<file path="config.mk">
export PLATFORM = sky130hd
export DESIGN_NAME = iterative_magnitude_comparator
export DESIGN_NICKNAME = d
export VERILOG_FILES = /design/src/rtl/iterative_magnitude_comparator.sv
export SDC_FILE = /design/constraint.sdc
export NUM_CORES = 1
export LEC_CHECK = 0
export ABC_AREA = 1
export CAP_MARGIN = 5
export CELL_PAD_IN_SITES_DETAIL_PLACEMENT = 2
export CELL_PAD_IN_SITES_GLOBAL_PLACEMENT = 2
export CORE_MARGIN = 4
export CORE_UTILIZATION = 24
export CTS_BUF_LIST = sky130_fd_sc_hd__clkbuf_16
export DETAILED_ROUTE_END_ITERATION = 10
export PLACE_DENSITY = 0.75
export SLEW_MARGIN = 25
export SYNTH_ARGS = -nofsm -noshare
export SYNTH_HDL_FRONTEND = slang
export SYNTH_SLANG_ARGS = --single-unit
</file>
<file path="constraint.sdc">
create_clock -name clk -period 2.05 [get_ports clk]
set_clock_uncertainty 0.05 [all_clocks]
set_input_delay 0.3075 -clock clk [delete_from_list [all_inputs] [get_ports clk]]
set_output_delay 0.3075 -clock clk [all_outputs]
set_load 0.01 [all_outputs]
</file>
<file path="src/rtl/iterative_magnitude_comparator.sv">
// ---------------------------------------------------------------------------
// iterative_magnitude_comparator
//
// Multi-cycle magnitude comparator. Two WIDTH-bit operands are compared DIGIT
// bits per cycle, most significant digit first. The scan stops at the first
// digit that differs. Unsigned or two's-complement ordering is chosen per
// transaction.
//
// Handshake semantics (both sides): a transfer happens on a rising clk edge
// where valid and ready are both 1. A producer holds valid and its payload
// steady until that edge. in_ready is high only in IDLE and never while rst is
// asserted. out_valid stays high, with the result held steady, until the
// consumer raises out_ready. No combinational path runs from in_valid to
// out_valid, and out_ready only steers the next state.
//
// Ports:
//   clk          rising-edge clock
//   rst          synchronous, active-high reset
//   in_valid     a, b and signed_mode are valid
//   in_ready     block can accept a new transaction (IDLE only)
//   a, b         operands
//   signed_mode  1 = two's-complement compare, 0 = unsigned
//   out_valid    result flags and digits_used are valid
//   out_ready    consumer accepts the result
//   a_gt_b       A > B
//   a_eq_b       A = B
//   a_lt_b       A < B
//   digits_used  digits examined before the decision (1..NDIG)
//   busy         high in COMPARE or DONE
//   state_dbg    current FSM state (IDLE=0, COMPARE=1, DONE=2) for checkers
// ---------------------------------------------------------------------------
module iterative_magnitude_comparator #(
  parameter  int WIDTH = 16,
  parameter  int DIGIT = 4,
  localparam int NDIG  = WIDTH / DIGIT,
  localparam int CW    = $clog2(NDIG + 1)
) (
  input  logic             clk,
  input  logic             rst,
  input  logic             in_valid,
  output logic             in_ready,
  input  logic [WIDTH-1:0] a,
  input  logic [WIDTH-1:0] b,
  input  logic             signed_mode,
  output logic             out_valid,
  input  logic             out_ready,
  output logic             a_gt_b,
  output logic             a_eq_b,
  output logic             a_lt_b,
  output logic [CW-1:0]    digits_used,
  output logic             busy,
  output logic [1:0]       state_dbg
);

  localparam int IW = (NDIG > 1) ? $clog2(NDIG) : 1;

  typedef enum logic [1:0] {
    IDLE    = 2'd0,
    COMPARE = 2'd1,
    DONE    = 2'd2
  } state_t;

  state_t           state;
  logic [IW-1:0]    idx;
  logic [WIDTH-1:0] a_r;
  logic [WIDTH-1:0] b_r;

  logic [WIDTH-1:0] sign_flip;
  logic [DIGIT-1:0] dig_a;
  logic [DIGIT-1:0] dig_b;
  logic [CW-1:0]    used_now;

  // Inverting the sign bit maps two's-complement onto offset binary, so a
  // plain unsigned digit compare orders signed operands correctly. The flip
  // is applied once at capture, so the scan itself is mode-agnostic.
  assign sign_flip = signed_mode ? (WIDTH'(1) << (WIDTH - 1)) : '0;

  assign dig_a    = a_r[idx*DIGIT +: DIGIT];
  assign dig_b    = b_r[idx*DIGIT +: DIGIT];
  // Digits examined so far, including the current one: NDIG - idx.
  assign used_now = CW'(NDIG) - CW'(idx);

  assign in_ready  = (state == IDLE) && !rst;
  assign state_dbg = state;

  always_ff @(posedge clk) begin
    if (rst) begin
      state       <= IDLE;
      idx         <= '0;
      a_r         <= '0;
      b_r         <= '0;
      out_valid   <= 1'b0;
      a_gt_b      <= 1'b0;
      a_eq_b      <= 1'b0;
      a_lt_b      <= 1'b0;
      digits_used <= '0;
      busy        <= 1'b0;
    end else begin
      case (state)
        IDLE: begin
          if (in_valid) begin
            a_r   <= a ^ sign_flip;
            b_r   <= b ^ sign_flip;
            idx   <= IW'(NDIG - 1);
            busy  <= 1'b1;
            state <= COMPARE;
          end
        end

        COMPARE: begin
          if (dig_a != dig_b) begin
            a_gt_b      <= (dig_a > dig_b);
            a_lt_b      <= (dig_a < dig_b);
            digits_used <= used_now;
            out_valid   <= 1'b1;
            state       <= DONE;
          end else if (idx == '0) begin
            a_eq_b      <= 1'b1;
            digits_used <= used_now;
            out_valid   <= 1'b1;
            state       <= DONE;
          end else begin
            idx <= idx - 1'b1;
          end
        end

        DONE: begin
          // digits_used deliberately keeps its last value after the handshake.
          if (out_ready) begin
            out_valid <= 1'b0;
            a_gt_b    <= 1'b0;
            a_eq_b    <= 1'b0;
            a_lt_b    <= 1'b0;
            busy      <= 1'b0;
            state     <= IDLE;
          end
        end

        default: begin
          out_valid <= 1'b0;
          a_gt_b    <= 1'b0;
          a_eq_b    <= 1'b0;
          a_lt_b    <= 1'b0;
          busy      <= 1'b0;
          state     <= IDLE;
        end
      endcase
    end
  end

endmodule

</file>
### Word-level counts from Yosys, hierarchy flattened

Index checks and enable logic that the tools add are counted.

| word-level totals | value |
|---|---|
| memory bits (read-only) | 0 |
| RAM bits | 0 |
| bits of input ports | 37 |
| word-level logic and storage cells | 68 |
| output and inout port bits | 11 |
| register bits after elaboration | 44 |
| bits in latches | 0 |
| memories kept | 0 |

| operators by class | value |
|---|---|
| muxes and demuxes | 24 |
| multiply operators | 0 |
| div/mod/pow operators | 0 |
| shift-type cells | 2 |
| bitwise logic cells | 4 |
| $add $sub $neg | 2 |
| reductions and logical operators | 14 |
| $lt $le $gt $ge | 2 |
| eq/ne operators | 10 |

Operator list:

| cell | number |
|---|---|
| indexed part select 16 x 5 -> 4 bit | 2 |
| XOR 16 bit | 2 |
| 2-to-1 mux 16 bit | 1 |
| one-hot mux 1 bit (3 select lines) | 5 |
| 2-to-1 mux 2 bit | 7 |
| inequality test 2 bit (second input constant) | 6 |
| AND reduction 3 bit | 4 |
| AND reduction 4 bit | 2 |
| 2-to-1 mux 1 bit | 7 |
| 2-to-1 mux 3 bit | 2 |
| one-hot mux 2 bit (3 select lines) | 1 |
| > comparator 4 bit | 1 |
| zero test 2 bit | 2 |
| less-than comparator 4 bit | 1 |
| inequality test 4 bit | 1 |
| one-hot mux 2 bit (2 select lines) | 1 |
| AND reduction 2 bit | 2 |
| nonzero test 2 bit | 2 |
| inequality test 3 bit (second input constant) | 1 |
| subtractor 3 x 2 -> 3 bit (first input constant) | 1 |
| == test 2 x 1 -> 1 bit (second input constant) | 1 |
| == test 2 bit (second input constant) | 1 |
| NOT 1 bit | 2 |
| subtractor 2 x 1 -> 2 bit (second input constant) | 1 |
| 2 further kinds | 2 |

### Depth between registers and ports, before layout

Gate-level depths: netlist (run 1).

| logic depth | value |
|---|---|
| word-level depth | 4 |
| depth in mapped cells | 13 |
| gate-level depth less buffers | 12 |

### Worst setup path after synthesis (run 1)

No wires, ideal clock.

| timing | value |
|---|---|
| kind | reg2reg |
| from | register idx[0] |
| to | register idx[1] |
| path buffers | 2 |
| required time | 1.887 ns |
| slack | 0.157 ns |
| cell stages (with the launch flop) | 14 |
| period minus slack after synthesis | 1.893 ns |
| arrival | 1.730 ns |
| setup time | 0.113 ns |
| path through | dfxtp_1 > buf_2 > inv_4 > buf_2 > o21ai_0 > o22ai_1 > ha_1 > nand2_1 > nor2_4 > nand2_1 > nand2_2 > nand2_1 > nand2_1 > nor2_1 |

| on the way | value |
|---|---|
| word-level cells in the longest chain between the ends | 4 |
| elaborated cells between the ends (all ways) | 11 |
| those cells by class | add/sub (1); eq/ne (3); shift (2); mux (3); reduce/logical (2) |

RTL lines:

| element | RTL line | RTL |
|---|---|---|
| from (decl) | 64 | `logic [IW-1:0] idx;` |
| from (signal assigned) | 104 | `idx <= IW'(NDIG - 1);` |
| from (signal assigned) | 123 | `idx <= idx - 1'b1;` |
| indexed part select 16 x 5 -> 4 bit (tied with other cells) | 78 | `assign dig_a = a_r[idx*DIGIT +: DIGIT];` |
| inequality test 4 bit or 2-to-1 mux 2 bit (tied branches) | 111, 117 |  |
| inequality test 2 bit (no line) or 2-to-1 mux 2 bit (tied branches) | - |  |
| AND reduction 4 bit (no line) or one-hot mux 2 bit (2 select lines) (tied branches) | - |  |

Parallel ways exist; a longest one is shown, timed or not. The select of a mux whose other input is x is not followed.
A chain may end at the register's enable or synchronous reset.

### Worst setup path after layout (run 1)

| timing | value |
|---|---|
| from | register idx[0] |
| to | register idx[0] |

The elaborated chain is that of the path after synthesis.

==> results of run 1 <==
[layout by cell type (no fill, tap or decap), drive strengths merged]
cell,synthesis,layout
buf,10,10
o21ai,45,45
nor2,82,82
clkinv,0,3
nor3,1,1
clkinvlp,0,2
nand2,39,39
xor2,1,1
a21oi,17,17
dfxtp,44,44
xnor2,1,1
clkbuf,4,5
a32o,3,3
inv,15,14
clkdlybuf4s50,0,47
nand3,3,3
ha,5,5
a211oi,1,1
o22ai,4,4
[power by group]
part	total [uW]	switching [uW]	internal, uW
registers	1010	60.4	945
logic	709	390	319
clock network	780	337	443
[repair_timing]
item	4_1_cts	5_1_grt
cloned	1	0
endpoints found under the setup margin	10	11
buffers inserted	2	1
pin swaps	1	3
hold buffers	0	0
resized for setup	6	20
[path summary, 6_finish.rpt]
| kind | startpoint | slack [ns] | end | depth (start not counted) |
|---|---|---|---|---|
| setup reg to reg | idx[0] | 0.05 | idx[0] | 11 |
| hold / removal | a_eq_b | 0.41 | a_eq_b | 2 |
| setup / recovery | idx[0] | 0.05 | idx[0] | 11 |
| hold reg to reg | a_eq_b | 0.41 | a_eq_b | 2 |
[routing by layer]
layer / vias up / global-route usage [%] / wire (um)
met5: - / 0 / 0
met4: 0 / 4.62 / 187
met3: 14 / 2.48 / 206
met2: 35 / 25.8 / 3380
met1: 944 / 16.9 / 2970
li1: 994 / - / -
[cell type report]
| class | count | area (um^2) |
|---|---|---|
| multi-input combinational | 202 | 993 |
| timing repair inverter | 1 | 7.51 |
| clock inverter | 3 | 13.8 |
| timing repair buffer | 57 | 591 |
| tap | 102 | 128 |
| sequential | 44 | 888 |
| clock buffer | 5 | 125 |
| fill | 913 | 5030 |
| inverter | 15 | 67.6 |
[through the flow]
stage | util [%] | setup slack [ns] | instance area, um^2 | total power [uW]
floorplan | - | 0.157 | 1970 | 1390
global placement | 32.9 | -0.0156 | 2580 | 1620
detailed placement | 32.9 | -0.0993 | 2580 | 1650
CTS | 35.1 | 0.0215 | 2760 | 2460
global route | 35.9 | -0.0466 | 2810 | 2660
finish | 35.9 | 0.0479 | 2810 | 2490
[critical path, stage by stage, from the launching register on]
cell,delay (ns)
sky130_fd_sc_hd__dfxtp_4,0.39
sky130_fd_sc_hd__buf_4,0.14
sky130_fd_sc_hd__nand2_1,0.06
sky130_fd_sc_hd__a32o_1,0.28
sky130_fd_sc_hd__ha_4,0.29
sky130_fd_sc_hd__nand2_2,0.09
sky130_fd_sc_hd__nor2_4,0.20
sky130_fd_sc_hd__nand2_4,0.09
sky130_fd_sc_hd__nand2_4,0.09
sky130_fd_sc_hd__nand2_1,0.06
sky130_fd_sc_hd__nand2_1,0.08
sky130_fd_sc_hd__nor2_1,0.05
[kinds of logic (layout without fill, tap and decap cells)]
logic type	count (synthesis)	count (layout)
buffers and inverters	29	81
AOI/OAI and AO/OA	70	70
and+or+nand+nor	125	125
xor gates and xnor gates	2	2
adders and majority gates	5	5
DFF	44	44
[registers in the layout, indices dropped and copies added, names as in the netlist]
signal	flops
state_dbg	2
busy	1
idx	2
b_r	16
a_gt_b	1
a_eq_b	1
a_r	16
digits_used	3
out_valid	1
a_lt_b	1
==> key figures, run 1 <==
Synthesis
  – Number of distinct library cells after synthesis: 23
  – Portion of netlist area occupied by mux cells: 0%
  – Cell taking the most area after synthesis: sky130_fd_sc_hd__dfxtp_1
  – Top post-synthesis cells by area: sky130_fd_sc_hd__dfxtp_1, sky130_fd_sc_hd__nor2_1, sky130_fd_sc_hd__o21ai_1, sky130_fd_sc_hd__nand2_1, sky130_fd_sc_hd__a21oi_1
  – Dominant register cell in the synthesized netlist: sky130_fd_sc_hd__dfxtp_1
  – Portion of synthesized cell area occupied by the leading cell type: 44.7%
  – Most used standard cells in the synthesized netlist: sky130_fd_sc_hd__nor2_1, sky130_fd_sc_hd__dfxtp_1, sky130_fd_sc_hd__nand2_1
  – Synthesized Nets: 317
  – EDFF count, synth: 0
  – Average footprint of a synthesized cell: 7.17 um^2
  – Most instantiated library cell after synthesis: sky130_fd_sc_hd__nor2_1
  – Cell area after technology mapping: 1970 um^2
  – Share of the synthesized area in compound gates (AO/OA/AOI/OAI): 18.9%
  – Part of the Yosys area used for sequential elements: 44.7%
  – Flops & latches, synth: 44
  – Simple logic cell fraction of the synthesized area: 25.4%
  – Async S/R FF share, synth: 0%
  – Adder and majority cell fraction of the synthesized area: 3.17%
  – Area share of xor/xnor cells in the synthesized design: 0.888%
  – Combinational family with the most area after synthesis: simple AND/OR/NAND/NOR gates
  – Cell count after synthesis: 275
  – Synth warn: 0

Placed design
  – Input/output buffers: 47
  – DP HPWL: 4.67 mm
  – Number of cells in the design after placement: 417
  – Gp weighted congestion: 0.786

Global route
  – Vias in the first global route: 2220
  – Pin count of the biggest net entering global routing: 34
  – Initial antenna violation count: 0
  – GRT Total Usage: 14.2%
  – Total grt overflow: 0
  – Wire length of the first global-routing pass: 11.1 mm

Setup path
  – Kind of capture point of the worst setup path: register
  – CP max FO: 4
  – Data arrival time of the critical path: 2.13 ns
  – Type of element launching the critical path: register
  – Critical path class: reg2reg
  – Worst path required time: 2.18 ns

Layout
  – Inserted Diodes: 0
  – Area overhead of the layout relative to synthesis: 42.7%
  – Proportion of layout cells with a drive suffix above 1: 11.9%
  – Fin nets: 368
  – Number of standard cells in the final layout excluding fillers: 429

Power
  – Maximum ir drop on the vdd rail: 365 uV
  – Pwr Density: 886 nW/um^2
  – Leakage power of the design: 0.00112 uW

Die
  – Row count: 32
  – Die outline width: 98.6 um
  – Top Ports: 48
  – Initial cell density of the core: 25.1%
  – Area of the die: 9730 um^2
  – Area of the placeable core: 7850 um^2
  – Y dimension of the die: 98.6 um

Timing
  – Setup-violating endpoint count in the final report: 0
  – Fmax: 0.499 GHz
  – Hold Vio Cnt, Final: 0
  – Relative slew margins: 71.6%
  – Fin crit period: 2.00 ns
  – Worst Hold Slack: 0.412 ns
  – Pin slew with the least headroom to its limit: 0.423 ns
  – Number of max-slew violations in the final report: 0
  – Fin Setup TNS: 0 ns
  – Final critical-path share of the clock period: 97.7%

Worst hold path
  – HP Class: reg2reg

Detailed routing
  – Number of DRC violations after detailed routing: 0
  – Routed length per placed instance: 15.7 um
  – Initial DRC count: 49
  – Number of optimization iterations in the first detailed-route pass: 4
  – Number of routed nets with antenna violations: 0
  – Total vias in the final route: 1987
  – Drt via density: 4.63
  – Wire length after detailed routing: 6.75 mm

Run
  – Max_cap viols: 0

Clock tree
  – Maximum clock path buffer count: 2
  – Clock insertion delay at the later pin of the skew report: 0.29 ns
  – CTS H-Tree Depth: 2
  – Num Clock Sinks: 44
  – TritonCTS clock tree: built
  – Total clock buffers created by CTS: 5
  – Clock-pin slew of the registers on the worst-case setup and hold paths: 0.06 ns
  – Clock root buffer master: sky130_fd_sc_hd__clkbuf_16

Run status
  – Status: finished, final reports clean
Power figures use the tool's default switching activity.
==> run 2: changes to the inputs <==
--- a/config.mk
+++ b/config.mk
@@ -11,2 +11,3 @@
 export CELL_PAD_IN_SITES_GLOBAL_PLACEMENT = 2
+export CORE_ASPECT_RATIO = 1.4
 export CORE_MARGIN = 4
@@ -16,2 +17,3 @@
 export PLACE_DENSITY = 0.75
+export SKIP_CTS_REPAIR_TIMING = 1
 export SLEW_MARGIN = 25
--- a/constraint.sdc
+++ b/constraint.sdc
@@ -4,2 +4,2 @@
 set_output_delay 0.3075 -clock clk [all_outputs]
-set_load 0.01 [all_outputs]
+set_load 0.1 [all_outputs]
==> key figures, run 2 (synthesis gave the netlist of run 1 again) <==
Worst hold path
  – Capture endpoint of the worst hold path: a_eq_b
  – Hold Crit Start: a_eq_b
  – Depth of the worst hold-timing path: 2
  – HP Class: reg2reg

Timing
  – Setup repair after global routing missed its margin: true
  – Setup-violating endpoint count in the final report: 0
  – Final critical-path share of the clock period: 98.6%
  – Pin slew with the least headroom to its limit: 0.507 ns
  – Hold Vio Cnt, Final: 0
  – Fmax: 0.495 GHz
  – Number of max-slew violations in the final report: 0
  – Worst Hold Slack: 0.405 ns
  – Fin crit period: 2.02 ns
  – Relative slew margins: 66.2%

Power
  – Maximum ir drop on the vdd rail: 380 uV
  – Leakage power of the design: 0.00118 uW
  – Pwr Density: 961 nW/um^2
  – Power after layout: 2750 uW

Layout
  – Most common library cell in the layout ignoring fill and taps: sky130_fd_sc_hd__nor2_1
  – Cell area after layout: 2860 um^2
  – Area overhead of the layout relative to synthesis: 45.2%
  – Registers with the most flip-flops: a_r: 16 flops, b_r: 16 flops, digits_used: 3 flops
  – Top library cells by usage in the layout, fill and taps aside: sky130_fd_sc_hd__nor2_1, sky130_fd_sc_hd__dfxtp_1, sky130_fd_sc_hd__clkdlybuf4s50_1
  – Proportion of layout cells with a drive suffix above 1: 17.5%
  – Inserted Diodes: 0
  – Fillcell total: 943
  – Fin nets: 372

Detailed routing
  – Initial DRC count: 57
  – Number of optimization iterations in the first detailed-route pass: 4
  – Number of routed nets with antenna violations: 0
  – Routed length per placed instance: 15.2 um
  – Total vias in the final route: 2003
  – Wire length after detailed routing: 6.57 mm
  – Number of DRC violations after detailed routing: 0
  – Drt via density: 4.65

Global route
  – Vias in the first global route: 2137
  – GRT Total Usage: 12.9%
  – Total grt overflow: 0
  – Pin count of the biggest net entering global routing: 35
  – Initial antenna violation count: 0
  – Wire length of the first global-routing pass: 10.1 mm

Die
  – Die outline width: 84.6 um
  – Area of the die: 9750 um^2
  – Y dimension of the die: 115 um
  – Area of the placeable core: 7890 um^2
  – Row count: 38
  – Initial cell density of the core: 25.0%
  – Top Ports: 48

Setup path
  – CP max FO: 6
  – Kind of capture point of the worst setup path: register
  – Delay of the slowest cell on the worst path: 0.44 ns
  – Worst reg2reg path endpoint: idx[0]
  – Setup slack, reg-to-reg: 0.03 ns
  – Worst r2r path cells: 11
  – Critical Path Stages: 11
  – Worst path required time: 2.20 ns
  – Worst reg2reg startpoint: idx[0]
  – Type of element launching the critical path: register
  – Critical Path Slowest Stage Cell: sky130_fd_sc_hd__dfxtp_4
  – Largest delay share family, worst path: simple AND/OR/NAND/NOR gates
  – Worst path buffer plus inverter count: 1
  – Launch point of the critical path: idx[0]
  – Data arrival time of the critical path: 2.17 ns
  – Cell-by-cell trace of the critical path: buf_4, o21ai_0, o22ai_1, ha_4, nand2_2, nor2_4, nand2_4, nand2_4, nand2_2, nand2_1, nor2_1
  – Critical path class: reg2reg

Run
  – Max_cap viols: 0

Clock tree
  – Total clock buffers created by CTS: 5
  – Maximum clock path buffer count: 2
  – Clock insertion delay at the later pin of the skew report: 0.29 ns
  – Num Clock Sinks: 44
  – TritonCTS clock tree: built
  – CTS H-Tree Depth: 2
  – Clock-pin slew of the registers on the worst-case setup and hold paths: 0.06 ns
  – Clock root buffer master: sky130_fd_sc_hd__clkbuf_16

Placed design
  – Placed Instance Area: 2560 um^2
  – DP HPWL: 4.52 mm
  – Gp weighted congestion: 0.813
  – Input/output buffers: 47

Run status
  – Status: finished, final reports clean
==> run 2: worst max-delay path by stage <==
stage,endpoint,slack [ns]
final,idx[0],0.03
after global routing,idx[1],-0.08
after CTS,idx[0],-0.22
after detailed placement,idx[1],-0.16
after global placement,idx[0],-0.01
after floorplan,idx[1],0.16
==> run 2: stage by stage <==
| stage | util (%) | std cells | worst slack, ns | TNS (ns) |
|---|---|---|---|---|
| after detailed placement | 32.5 | 417 | -0.156 | -0.885 |
| after global routing | 36.3 | 431 | -0.0804 | -0.235 |
| after CTS | 34.5 | 425 | -0.218 | -1.35 |
| final | 36.3 | 431 | 0.0292 | 0 |
| after floorplan | - | 275 | 0.156 | 0 |
| after global placement | 32.5 | 417 | -0.0112 | -0.0159 |
==> run 2: cell type report <==
class / instances / area [um^2] / share of cell area, %
Tap cell: 100 / 125 / 4.37
Inverter: 15 / 67.6 / 2.36
Timing Repair inverter: 2 / 13.8 / 0.481
Multi-Input combinational cell: 202 / 1030 / 35.9
Clock inverter: 3 / 37.5 / 1.31
Timing Repair Buffer: 60 / 578 / 20.2
Clock buffer: 5 / 125 / 4.37
Sequential cell: 44 / 888 / 31.0
==> run 2: power by group <==
| part | switching [uW] | total (uW) | leakage [uW] | internal [uW] |
|---|---|---|---|---|
| registers | 66.8 | 1010 | 0.000365 | 945 |
| clock network | 321 | 887 | 0.0000789 | 566 |
| logic | 531 | 855 | 0.000732 | 324 |
| total | 919 | 2750 | 0.00118 | 1830 |
==> run 2: worst reg2reg max path, delay by kind of cell, from the launching register on <==
| kind | cells | cell delay (ns) |
|---|---|---|
| fa+ha+maj | 1 | 0.28 |
| buf+inv | 1 | 0.17 |
| flops | 1 | 0.44 |
| simple gates | 7 | 0.61 |
| compound gates | 2 | 0.40 |
==> run 2: per-layer routing <==
layer	track usage, %	vias to the layer above	routed length (um)
met1	14.3	959	2710
met4	4.75	0	131
met2	24.0	31	3530
li1	-	1003	-
met3	2.58	10	200
met5	0	-	0
